--- src/rtl/aipp_t_thermal_inhibit_ctrl.sv ---
// rtl/aipp_t_thermal_inhibit_ctrl.sv - per-port thermal inhibit FSMs with hysteresis, dwell, ack tracking and round-robin budget
//
// Turns per-port temperature samples into the router's thermal_inhibit vector.
// Each output port runs COOL -> ASSERT -> HOT -> RELEASE -> COOL. The number of
// ports outside COOL is capped at MAX_INHIBIT, so the router always keeps at
// least one deflection target.
//
// Ports:
//   clk             clock, rising edge
//   rst             synchronous reset, active-high
//   temp_valid      temp_data valid this cycle
//   temp_data       packed temperatures, port p at [p*TEMP_WIDTH +: TEMP_WIDTH]
//   thermal_ack     router acknowledge per port, follows thermal_inhibit
//   clear_err       clears ack_err
//   thermal_inhibit registered inhibit per port (ASSERT or HOT)
//   inhibit_count   registered number of ports not in COOL
//   budget_denied   one-cycle pulse: a hot COOL port was held back by the budget
//   ack_err         sticky per-port ack timeout flags
module aipp_t_thermal_inhibit_ctrl #(
  parameter int NUM_PORTS    = 4,
  parameter int TEMP_WIDTH   = 8,
  parameter int HOT_THRESH   = 200,
  parameter int COOL_THRESH  = 180,
  parameter int DWELL_CYCLES = 16,
  parameter int ACK_TIMEOUT  = 8,
  parameter int MAX_INHIBIT  = 3,
  localparam int CNT_W = $clog2(NUM_PORTS + 1),
  localparam int PTR_W = (NUM_PORTS > 1) ? $clog2(NUM_PORTS) : 1,
  localparam int DW_W  = $clog2(DWELL_CYCLES + 1),
  localparam int TO_W  = $clog2(ACK_TIMEOUT + 1)
) (
  input  logic                            clk,
  input  logic                            rst,
  input  logic                            temp_valid,
  input  logic [NUM_PORTS*TEMP_WIDTH-1:0] temp_data,
  input  logic [NUM_PORTS-1:0]            thermal_ack,
  input  logic                            clear_err,
  output logic [NUM_PORTS-1:0]            thermal_inhibit,
  output logic [CNT_W-1:0]                inhibit_count,
  output logic                            budget_denied,
  output logic [NUM_PORTS-1:0]            ack_err
);

  typedef enum logic [1:0] {ST_COOL, ST_ASSERT, ST_HOT, ST_RELEASE} state_t;

  localparam logic [TO_W-1:0] TO_LAST = TO_W'(ACK_TIMEOUT - 1);

  state_t                state_q [NUM_PORTS];
  logic [TEMP_WIDTH-1:0] temp_q  [NUM_PORTS];
  logic [DW_W-1:0]       dwell_q [NUM_PORTS];
  logic [TO_W-1:0]       tcnt_q  [NUM_PORTS];
  logic [PTR_W-1:0]      rr_ptr;

  logic [NUM_PORTS-1:0]  hot, cool, cand, grant_vec, ack_to, to_cool;
  logic [CNT_W-1:0]      occupied, to_cool_cnt, cnt_next;
  logic                  any_cand, can_grant, denied, found;
  logic [PTR_W-1:0]      scan_idx, winner_idx;

  // Grant, timeout and occupancy decisions all use the current state, so a
  // port finishing RELEASE this cycle frees its budget slot only next cycle.
  always_comb begin
    hot         = '0;
    cool        = '0;
    cand        = '0;
    grant_vec   = '0;
    ack_to      = '0;
    to_cool     = '0;
    occupied    = '0;
    to_cool_cnt = '0;
    found       = 1'b0;
    scan_idx    = '0;
    winner_idx  = '0;
    for (int p = 0; p < NUM_PORTS; p++) begin
      hot[p]  = temp_q[p] >= TEMP_WIDTH'(HOT_THRESH);
      cool[p] = temp_q[p] <= TEMP_WIDTH'(COOL_THRESH);
      if (state_q[p] != ST_COOL) occupied = occupied + CNT_W'(1);
      cand[p] = (state_q[p] == ST_COOL) && hot[p];
      case (state_q[p])
        ST_ASSERT:  ack_to[p] = !thermal_ack[p] && (tcnt_q[p] == TO_LAST);
        ST_RELEASE: begin
          ack_to[p]  = thermal_ack[p] && (tcnt_q[p] == TO_LAST);
          to_cool[p] = !thermal_ack[p] || ack_to[p];
        end
        default: ;
      endcase
      if (to_cool[p]) to_cool_cnt = to_cool_cnt + CNT_W'(1);
    end
    // Round-robin scan starting at rr_ptr, wrapping around.
    for (int k = 0; k < NUM_PORTS; k++) begin
      scan_idx = PTR_W'((int'(rr_ptr) + k) % NUM_PORTS);
      if (!found && cand[scan_idx]) begin
        found      = 1'b1;
        winner_idx = scan_idx;
      end
    end
    any_cand  = |cand;
    can_grant = any_cand && (occupied < CNT_W'(MAX_INHIBIT));
    denied    = any_cand && !can_grant;
    if (can_grant) grant_vec[winner_idx] = 1'b1;
    // Occupancy after this edge: one possible new grant, minus ports leaving RELEASE.
    cnt_next = occupied + CNT_W'(can_grant) - to_cool_cnt;
  end

  always_ff @(posedge clk) begin
    if (rst) begin
      for (int p = 0; p < NUM_PORTS; p++) begin
        state_q[p] <= ST_COOL;
        temp_q[p]  <= '0;
        dwell_q[p] <= '0;
        tcnt_q[p]  <= '0;
      end
      rr_ptr          <= '0;
      thermal_inhibit <= '0;
      inhibit_count   <= '0;
      budget_denied   <= 1'b0;
      ack_err         <= '0;
    end else begin
      if (temp_valid) begin
        for (int p = 0; p < NUM_PORTS; p++) temp_q[p] <= temp_data[p*TEMP_WIDTH +: TEMP_WIDTH];
      end
      for (int p = 0; p < NUM_PORTS; p++) begin
        case (state_q[p])
          ST_COOL: begin
            if (grant_vec[p]) begin
              state_q[p]         <= ST_ASSERT;
              tcnt_q[p]          <= '0;
              thermal_inhibit[p] <= 1'b1;
            end
          end
          ST_ASSERT: begin
            // A missing ack still moves on to HOT; the error is flagged separately.
            if (thermal_ack[p] || ack_to[p]) begin
              state_q[p] <= ST_HOT;
              dwell_q[p] <= DW_W'(DWELL_CYCLES);
            end else begin
              tcnt_q[p] <= tcnt_q[p] + TO_W'(1);
            end
          end
          ST_HOT: begin
            if ((dwell_q[p] == '0) && cool[p]) begin
              state_q[p]         <= ST_RELEASE;
              tcnt_q[p]          <= '0;
              thermal_inhibit[p] <= 1'b0;
            end else if (dwell_q[p] != '0) begin
              dwell_q[p] <= dwell_q[p] - DW_W'(1);
            end
          end
          ST_RELEASE: begin
            if (to_cool[p]) state_q[p] <= ST_COOL;
            else            tcnt_q[p]  <= tcnt_q[p] + TO_W'(1);
          end
          default: begin
            state_q[p]         <= ST_COOL;
            thermal_inhibit[p] <= 1'b0;
          end
        endcase
      end
      // A timeout in the same cycle as clear_err keeps its bit set.
      ack_err       <= (clear_err ? {NUM_PORTS{1'b0}} : ack_err) | ack_to;
      inhibit_count <= cnt_next;
      budget_denied <= denied;
      if (can_grant) rr_ptr <= PTR_W'((int'(winner_idx) + 1) % NUM_PORTS);
    end
  end

endmodule
--- config.mk ---
export PLATFORM = sky130hd
export DESIGN_NAME = aipp_t_thermal_inhibit_ctrl
export DESIGN_NICKNAME = d
export VERILOG_FILES = /design/src/rtl/aipp_t_thermal_inhibit_ctrl.sv
export SDC_FILE = /design/constraint.sdc
export NUM_CORES = 1
export LEC_CHECK = 0
export CAP_MARGIN = 20
export CORE_MARGIN = 3
export CORE_UTILIZATION = 50
export DETAILED_ROUTE_END_ITERATION = 16
export PLACE_DENSITY_LB_ADDON = 0.1
export SKIP_LAST_GASP = 1
export SLEW_MARGIN = 25
export SYNTH_ARGS = -nofsm -noshare
export SYNTH_HDL_FRONTEND = slang
export SYNTH_SLANG_ARGS = --single-unit
--- constraint.sdc ---
create_clock -name clk -period 4.1 [get_ports clk]
set_input_delay 0.615 -clock clk [delete_from_list [all_inputs] [get_ports clk]]
set_output_delay 0.615 -clock clk [all_outputs]
set_load 0.02 [all_outputs]
== Word level (Yosys, flattened, before mapping) ==
Memory sizes are Yosys's and may differ from the RTL's.
Index checks and enable logic that the tools add are counted.
Word-level totals
  memories kept: 4
  memory bits (writable): 76
  output and inout bits: 12
  word-level logic and storage cells: 391
  input bits: 40
  flip-flop bits (word level): 14
Cells by class
  $add $sub $neg: 20
  muxes and demuxes: 212
  $lt $le $gt $ge: 15
  equality and inequality tests: 24
  bitwise logic cells: 45
  reduce and logical (&&, ||, !) cells: 63
Memory list
  temp_q: words 4, bits a word 8, read ports 4, clocked after memory_dff 0, write ports 4, RTL line 49  | logic [TEMP_WIDTH-1:0] temp_q [NUM_PORTS];
  dwell_q: words 4, bits a word 5, read ports 4, clocked after memory_dff 0, write ports 4, RTL line 50  | logic [DW_W-1:0] dwell_q [NUM_PORTS];
  tcnt_q: words 4, bits a word 4, read ports 4, clocked after memory_dff 0, write ports 4, RTL line 51  | logic [TO_W-1:0] tcnt_q [NUM_PORTS];
  state_q: words 4, bits a word 2, read ports 4, clocked after memory_dff 0, write ports 4, RTL line 48  | state_t state_q [NUM_PORTS];
Operators with widths (count)
  $mux 1: 143
  $mux 4: 18
  $or 1x1->1: 44
  $mux 2: 20
  $mux 5: 8
  $ge 8x8->1 const B: 4
  $le 8x8->1 const B: 4
  $mux 8: 4
  $logic_and 1x1->1: 22
  $logic_not 5->1: 4
  $reduce_bool 5->1: 4
  $sub 5x1->5 const B: 4
  $add 3x1->3 const B: 6
  $mux 3: 6
  $add 4x1->4 const B: 4
  $eq 2x2->1 const B: 8
  $eq 4x3->1 const B: 4
  $ne 2x2->1 const B: 8
  $pmux 1 s2: 8
  $reduce_bool 2->1: 8
  $lt 2x3->1 const B: 5
  $reduce_and 3->1: 4
  $bmux 1 s2: 4
  $eq 2x1->1 const B: 4
  12 further kinds: 31

== Logic depth before layout (Yosys ltp) ==
Gate-level depths: netlist (run 1).
An unclocked memory read counts as a cell.
  depth after elaboration: 28
  mapped depth: 21
  gate-level depth less buffers: 20

== Worst setup path before layout (run 1) ==
Ideal clock, no wire load.
  path kind: flip-flop to flip-flop
  start point: memory state_q[0][0] (netlist name)
  end point: register inhibit_count[2]
  setup time: 0.065 ns
  cell stages (with the launch flop): 21
  slack: 0.220 ns
  arrival time: 3.815 ns
  required time: 4.035 ns
  period minus slack after synthesis: 3.880 ns
  path buffers: 1
  path through: edfxtp_1 nor2_2 inv_1 ha_1 xnor2_4 ha_1 nand2_1 o221a_4 buf_6 and3_4 inv_2 ha_1 inv_1 ha_1 inv_1 fa_1 xor2_1 xnor2_1 xnor2_1 xnor3_1 nor2_1
RTL lines
  from (decl): RTL line 48
  to (signal assigned): RTL line 160  | inhibit_count <= cnt_next;
  to (decl): RTL line 39  | output logic [CNT_W-1:0] inhibit_count,

==> results, run 1 <==
- Clock-pin slew was measured on the worst setup and hold paths at 90 ps.
- The most used flip-flop cell after synthesis is edfxtp_1.
- The number of antenna diodes in the final layout is 0.
- The critical path contains buffers and inverters numbering 4 combined.
- The aggregate global routing overflow is 0.
- The insertion delay to the later sink of the worst-skew pair is roughly 360 ps.
- The run finished with clean final reports.
- The yosys synthesis warning count is 0.
- The master of the slowest instance on the critical path is edfxtp_1.
- The cell area after synthesis is approximately 4900 sq um.
- The via-per-instance ratio is approximately 5.2.
- Setup violations remaining at the end of the flow were counted as 0.
- The worst setup path is launched from a flop.
- After detailed routing, the number of remaining DRC violations is 0.
- The leakage power total is approximately 2.3 nW.
- In this run, distinct cell masters in the synthesized netlist total 60.
- Entering global routing, the biggest net connects 33 pins.
- In this run the register-to-register setup slack is 280 ps.
- The number of DRC markers in iteration 0 is 178.
- In the final routed layout, each cell accounts on average for 13.9 um.
- Across the VDD grid, the largest voltage drop is 0.170 mV.
- The first global-routing pass estimated 15100 um of wire.
- Setup slack closes at 277 ps.
- The via count of the first global-routing pass is 3312.
- The number of CTS-inserted buffers is 9.
- The die is ~110 um wide.
- The post-synthesis average cell area is around 11 sq um.
- The number of placement rows is 35.
- The first-pass iteration count of the detailed router is 4.
- The overall die height is 105 um.
- The final worst-path cycle share is 93.2%.
- Along the worst path, the maximum fanout reaches 5.
- Prior to clock tree synthesis, the placed netlist has a worst setup slack of 117 ps.
- At the worst endpoint, the arrival time is 4110 ps.
- In this run the worst hold path is classified as reg2reg.
- 52 I/O pins were placed.
- The final weighted congestion in routability-driven placement is 0.834.
- For the worst flop-to-flop path, the logic depth is 19.
- Walking the worst path, the cells encountered are nor2_2 -> inv_1 -> ha_2 -> xnor2_4 -> ha_1 -> nand2_1 -> o221a_4 -> and3_4 -> inv_2 -> ha_1 -> inv_1 -> ha_1 -> inv_1 -> fa_1 -> xor2_1 -> xnor2_1 -> xnor2_1 -> xnor3_1 -> nor2_1.
- The area of the core is 9420 sq um.
- Power spread over the standard cell area amounts to 391 nW/um^2.
- In this run the critical register-to-register path is launched from state_q[0][0].
- The hold violation count in the final report is 0.
- The post-synthesis async set-or-reset flop share is 0%.
- The final wirelength is 8970 um.
- The endpoint identified for the worst register-to-register timing path is inhibit_count[2].
- Clock skew on the completed layout was measured at 14.7 ps.
- The largest single stage delay on the critical path is 470 ps.
- The cell count after synthesis came out at ~450.
- The worst hold path passes through 2 cells.
- The post-synth net total is roughly 510.
- The required time of the critical path is 4390 ps.
- In this run the deepest clock path goes through 2 buffers.
- In the global route stage, overall resource usage came out at 16.8%.
- The number of maximum-capacitance violations is 0.
- For the pin with the worst max-slew slack, the measured transition is 712 ps.
- Among cell families on the critical path, the largest total delay comes from adder cells.
- The root buffer cell is clkbuf_8.
- The synthesized design contains 76 enable-type register cells.
- The sequential-to-total area share from yosys stat is a little over half.
- Based on the critical path, the design can be clocked at up to about 260 MHz.
- The detail route stage leaves a number of antenna-violating nets equal to 0.
- The relative max-transition margin is ~53%.
- The number of pins exceeding their max-slew limit in the final report is 0.
- After synthesis the netlist holds a flip-flop and latch count of 90.
- Setup repair after global routing left no endpoint under its margin.
- The die covers 11100 sq um.
- The post-route netlist has 10.4% of its cells at a drive strength greater than 1.
- The type of the setup path with the least slack is reg2reg.
- The number of antenna violations at the first check in global routing is 0.
- The worst setup path is captured at a flop.
- The filler cells instantiated in the layout total a little under 800.
- In this run the most critical hold path is launched from thermal_inhibit[3].
- Relative to the synthesized area, the layout overhead comes to 18.1%.
- Clock tree synthesis found a total of 90 sinks.
- For this block, the via count after detailed routing is 3345.
- The net count of the finished layout is 577.
- The clock tree synthesis step divided the H-tree into 3 levels.
- The half-perimeter wire length of the detailed placement result is 6740 um.
- The sum of negative setup slack is 0 ps.
- Counting I/O delays and the setup requirement, the final critical path takes 3820 ps.
- For hold timing, the worst endpoint is thermal_inhibit[3].
- The count of port buffers added during placement is slightly above 50.
- The initial cell density of the core is 52.3%.
- The clock tree from TritonCTS is done.
==> flip-flops by register name, indices dropped and copies added, names as in the netlist, 2 cells and up <==
register / count
state_q: 8
temp_q: 32
tcnt_q: 16
dwell_q: 20
rr_ptr: 2
ack_err: 4
thermal_inhibit: 4
inhibit_count: 3
==> Yosys cell counts (all sizes together), types with 5 or more instances <==
library cell  instances  area share [%]
nand3b                5            0.76
nand2                39             3.0
nand3                11             1.1
a21oi                18             1.8
ha                   24             6.1
inv                  31             2.4
clkbuf                7            0.74
nand4                19             4.2
nor3                  6            0.61
o21ai                15             1.5
edfxtp               76              46
nor2                 62             5.2
dfxtp                14             5.7
and2                 35             4.4
xor2                  9             1.6
xnor2                21             4.1
==> power breakdown <==
part           total [mW]  internal, mW  switching, mW
Clock               0.609         0.285          0.324
Sequential           1.15          1.09         0.0599
Combinational       0.515         0.248          0.267
==> routing by layer <==
layer	part of all wire [%]	global-route usage, %	up-vias
li1	-	-	1705
met1	49	23.0	1569
met2	47	26.9	58
met3	3.1	2.51	13
met4	1.2	6.75	0
met5	0	0	-
==> final cells by class <==
class / count / area (sq um) / area share, %
Multi-Input combinational cell: 318 / 2190 / 37.7
Tap cell: 129 / 161 / 2.77
Clock buffer: 10 / 128 / 2.19
Sequential cell: 90 / 2560 / 44.1
Clock inverter: 6 / 65.1 / 1.12
Inverter: 31 / 116 / 2.00
Timing Repair Buffer: 62 / 593 / 10.2
==> worst register-to-register path, delay by kind of cell (launching register included) <==
family | cells | cell delay, ps
flops | 1 | 470
simple gates | 4 | 590
compound gates | 1 | 190
fa+ha+maj | 5 | 1420
buf+inv | 4 | 230
xor+xnor | 5 | 860
==> repair_timing <==
| action | in CTS | in global routing |
|---|---|---|
| endpoints found under the setup margin | 0 | 1 |
| hold buffers | 0 | 0 |
| gates resized for setup | 0 | 1 |
| setup buffers | 0 | 4 |
==> worst max path at each step <==
| stage | from | to | cells past startpoint |
|---|---|---|---|
| final | state_q[0][0] | inhibit_count[2] | 19 |
| after global routing | tcnt_q[0][0] | inhibit_count[2] | 17 |
| after CTS | state_q[0][0] | inhibit_count[2] | 19 |
| after detailed placement | thermal_ack[0] | inhibit_count[2] | 15 |
| after global placement | thermal_ack[0] | inhibit_count[2] | 15 |
| after floorplan | state_q[0][0] | inhibit_count[2] | 20 |
==> cells by family after synthesis <==
family | share of synthesized area, %
flip-flops | 52.0
AO/OA/AOI/OAI | 8.26
buffers and inverters | 3.56
adder cells (fa/ha/maj) | 6.50
XOR/XNOR | 6.17
multiplexers | 0.203
AND/OR/NAND/NOR | 23.3
==> through the flow <==
stage                     cells  utilization (%)  instance area (sq um)  power, mW  hold WS (ps)
after floorplan             448                -                   4930       1.52           519
after global placement      626             59.4                   5590       1.66           435
after detailed placement    626             59.4                   5590       1.68           444
after CTS                   642             61.4                   5780       2.29           460
after global routing        646             61.8                   5820       2.40           494
final                       646             61.8                   5820       2.27           457
==> cell usage in the layout, fill, tap and decap left out, drive strengths merged, types with 2 or more instances in the layout <==
cell / Yosys / final
nor3: 6 / 6
and3: 4 / 4
nand4: 19 / 19
a31oi: 4 / 4
nand3: 11 / 11
a21o: 2 / 2
edfxtp: 76 / 76
xnor2: 21 / 21
nor2b: 4 / 4
o21ai: 15 / 15
clkbuf: 7 / 10
a32oi: 2 / 2
inv: 31 / 33
a21oi: 18 / 18
xor2: 9 / 9
or3: 4 / 4
dfxtp: 14 / 14
o211ai: 2 / 2
or3b: 2 / 2
a211oi: 3 / 3
buf: 2 / 11
nand2: 39 / 39
ha: 24 / 24
and2: 35 / 35
clkinv: 0 / 2
o22ai: 2 / 2
nand3b: 5 / 5
nand2b: 3 / 3
or2: 4 / 4
nor2: 62 / 62
clkdlybuf4s50: 0 / 51
o31ai: 2 / 2
(Power assumes the default switching activity.)
==> inputs of run 2 (changes only) <==
- DONT_BUFFER_PORTS: not set -> 1
==> run 2 against run 1 <==
Against the previous run: critical path depth is the same; core utilization decreased by 6.0 points; final cell count shrank 8.5%; via count shrank 3.9%; combinational power shrank 18%; critical path type unchanged.
==> results, run 2 (synthesis results as in run 1) <==
- The critical path's largest stage delay was 410 ps (was 470 ps).
- The total number of vias came to 3214 (was 3345).
- The floorplan die width is 105 um (unchanged).
- The minimum clock period came to 3840 ps (was 3820 ps).
- The number of pins exceeding their max-slew limit in the final report was 0 (unchanged).
- The final worst-path cycle share is 93.7% (was 93.2%).
- The insertion delay to the later sink of the worst-skew pair is 360 ps (about the same).
- The number of CTS-inserted buffers is 9 (unchanged).
- The initial cell density of the core came to 52.3% (unchanged).
- The top achievable clock speed is 260 MHz (was 262 MHz).
- The worst voltage drop across the vdd grid is 0.204 mV (was 0.170 mV).
- The clock tree from TritonCTS is done (unchanged).
- The most common cell after layout, fill and taps aside is edfxtp_1 (unchanged).
- Most frequent cells in the layout: edfxtp_1 (76), nor2_1 (58), nand2_1 (39), and2_1 (35), inv_1 (30) (was edfxtp_1 (76), nor2_1 (58), clkdlybuf4s50_1 (51), nand2_1 (39), and2_1 (35)).
- The count of antenna-violating nets left after detailed routing is 0 (unchanged).
- The via count of the first global-routing pass was 3063 (was 3312).
- The leakage power total is 2.04 nW (was 2.26 nW).
- The share of post-route cells with drive strength above 1 is 11.0% (was 10.4%).
- The first-pass iteration count of the detailed router is 5 (was 4).
- The aggregate global routing overflow was 0 (unchanged).
- The type of destination of the critical path was a flop (unchanged).
- The final weighted congestion in routability-driven placement came to 0.760 (was 0.834).
- The overall die height is 105 um (unchanged).
- The area enclosed by the die boundary is 11100 sq um (unchanged).
- The average wire per cell in the routed design is 14.8 um (was 13.9 um).
- RSZ-0062 raised after global routing: no (unchanged).
- The filler cell count in the final layout is 808 (was 779).
- The master of the slowest instance on the critical path is edfxtp_1 (unchanged).
- The clock input transition at the sequential cells of the worst setup and hold paths is 100 ps (was 90 ps).
- The global-route wire length before repair came to 14800 um (was 15100 um).
- Cells along the critical path: nor2_2 -> inv_1 -> ha_2 -> xnor2_4 -> ha_1 -> nand2_1 -> o221a_4 -> and3_4 -> inv_2 -> ha_1 -> inv_1 -> ha_1 -> inv_1 -> fa_1 -> xor2_1 -> xnor2_1 -> xnor2_1 -> xnor3_1 -> nor2_1 (unchanged).
- The sum of negative setup slack is 0 ps (unchanged).
- The class of the tightest hold or removal check is in2reg (was reg2reg).
- The register name with the most flops is temp_q (unchanged).
- The family with the most delay on the worst path is adder cells (unchanged).
- The final wirelength is 8780 um (was 8970 um).
- The number of placed cells counting well taps is 574 (was 626).
- The number of nets in the finished design was 522 (was 577).
- The count of port buffers added during placement was 0 (was 51).
- The number of buffer and inverter stages on the critical path is 4 (unchanged).
- The number of maximum-capacitance violations is 0 (unchanged).
- The hold violation count in the final report came to 0 (unchanged).
- The relative max-transition margin is 52.5% (about the same).
- The arrival time at the worst endpoint was 4140 ps (was 4110 ps).
- The number of flip-flops under the largest register name is 32 (unchanged).
- The area of the core was 9420 sq um (unchanged).
- The half-perimeter wire length of the detailed placement result is 6570 um (was 6740 um).
- The setup-violating endpoint count in the final report is 0 (unchanged).
- The required time of the critical path is 4400 ps (was 4390 ps).
- The slew at the pin closest to its max-slew limit was 712 ps (about the same).
- The pin count of the biggest net entering global routing was 33 (unchanged).
- The power density over the cells came to 406 nW/um^2 (was 391 nW/um^2).
- The number of antenna violations at the first check in global routing is 0 (unchanged).
- The largest fanout of any net on the critical path was 9 (was 5).
- The all-layer global routing usage was 16.8% (about the same).
- The layout-stage area growth over the synthesis result is 6.71% (was 18.1%).
- The number of placement rows came to 35 (unchanged).
- The root buffer cell is clkbuf_8 (unchanged).
- The number of diodes is 0 (unchanged).
- The type of the setup path with the least slack was reg2reg (unchanged).
- The startpoint kind of the worst setup timing path is a flop (unchanged).
- The total number of clock tree sinks was 90 (unchanged).
- Largest regs: temp_q: 32 flops, dwell_q: 20 flops, tcnt_q: 16 flops (unchanged).
- The boundary pin count came to 52 (unchanged).
- The count of unresolved DRC violations after routing is 0 (unchanged).
- The via-per-instance ratio is 5.44 (was 5.18).
- The number of DRC markers in iteration 0 is 194 (was 178).
- The total number of H-tree levels is 3 (unchanged).
- Status: finished clean (unchanged).
- The maximum clock insertion buffer count is 2 (unchanged).
- The clock skew after layout is 19.3 ps (was 14.7 ps).
- The worst hold slack is 308 ps (was 457 ps).
- The final cell count without fillers is 591 (was 646).
-- run 2: power by group --
| group | internal [mW] | switching, mW |
|---|---|---|
| clock network | 0.218 | 0.328 |
| logic | 0.187 | 0.233 |
| registers | 1.09 | 0.0776 |
-- run 2: repair_timing --
action	4_1_cts	5_1_grt
resized for setup	0	1
hold buffers	0	0
hold endpoints to repair	0	0
setup endpoints to repair	0	1
buffers inserted	0	1
-- run 2: layout make-up --
cell class	count	area, sq um	share of cell area [%]
Clock inverter	7	46.3	0.881
Inverter	31	116	2.21
Sequential cell	90	2560	48.8
Multi-Input combinational cell	318	2190	41.7
Clock buffer	9	124	2.36
Timing Repair Buffer	7	52.6	1.00
Tap cell	129	161	3.07
-- run 2: worst paths after layout --
check                                         from                  to  slack [ps]  cells past startpoint
worst max register to register       state_q[0][0]    inhibit_count[2]         260                     19
worst min register to register  thermal_inhibit[3]  thermal_inhibit[3]         550                      2
worst min-delay path                           rst  thermal_inhibit[1]         310                      1
worst max-delay path                 state_q[0][0]    inhibit_count[2]         260                     19
-- run 2: per-stage QoR --
step	power (mW)	util (%)	instance area, sq um	setup WS, ps
floorplan	1.52	-	4930	220
global placement	1.59	53.9	5070	310
detailed placement	1.61	53.9	5070	177
CTS	2.15	55.7	5240	167
global route	2.26	55.8	5260	51.5
finish	2.13	55.8	5260	258
-- run 2: per-layer routing --
metal,part of all wire (%),global-route usage (%)
met5,0,0
met3,4.1,3.25
met2,45,26.0
met1,49,24.0
met4,1.3,5.34
==> inputs of run 3 (changes only) <==
- TNS_END_PERCENT: not set -> 50
==> results of run 3 <==
No change in the layout: final DEF, timing and power equal those of run 2.
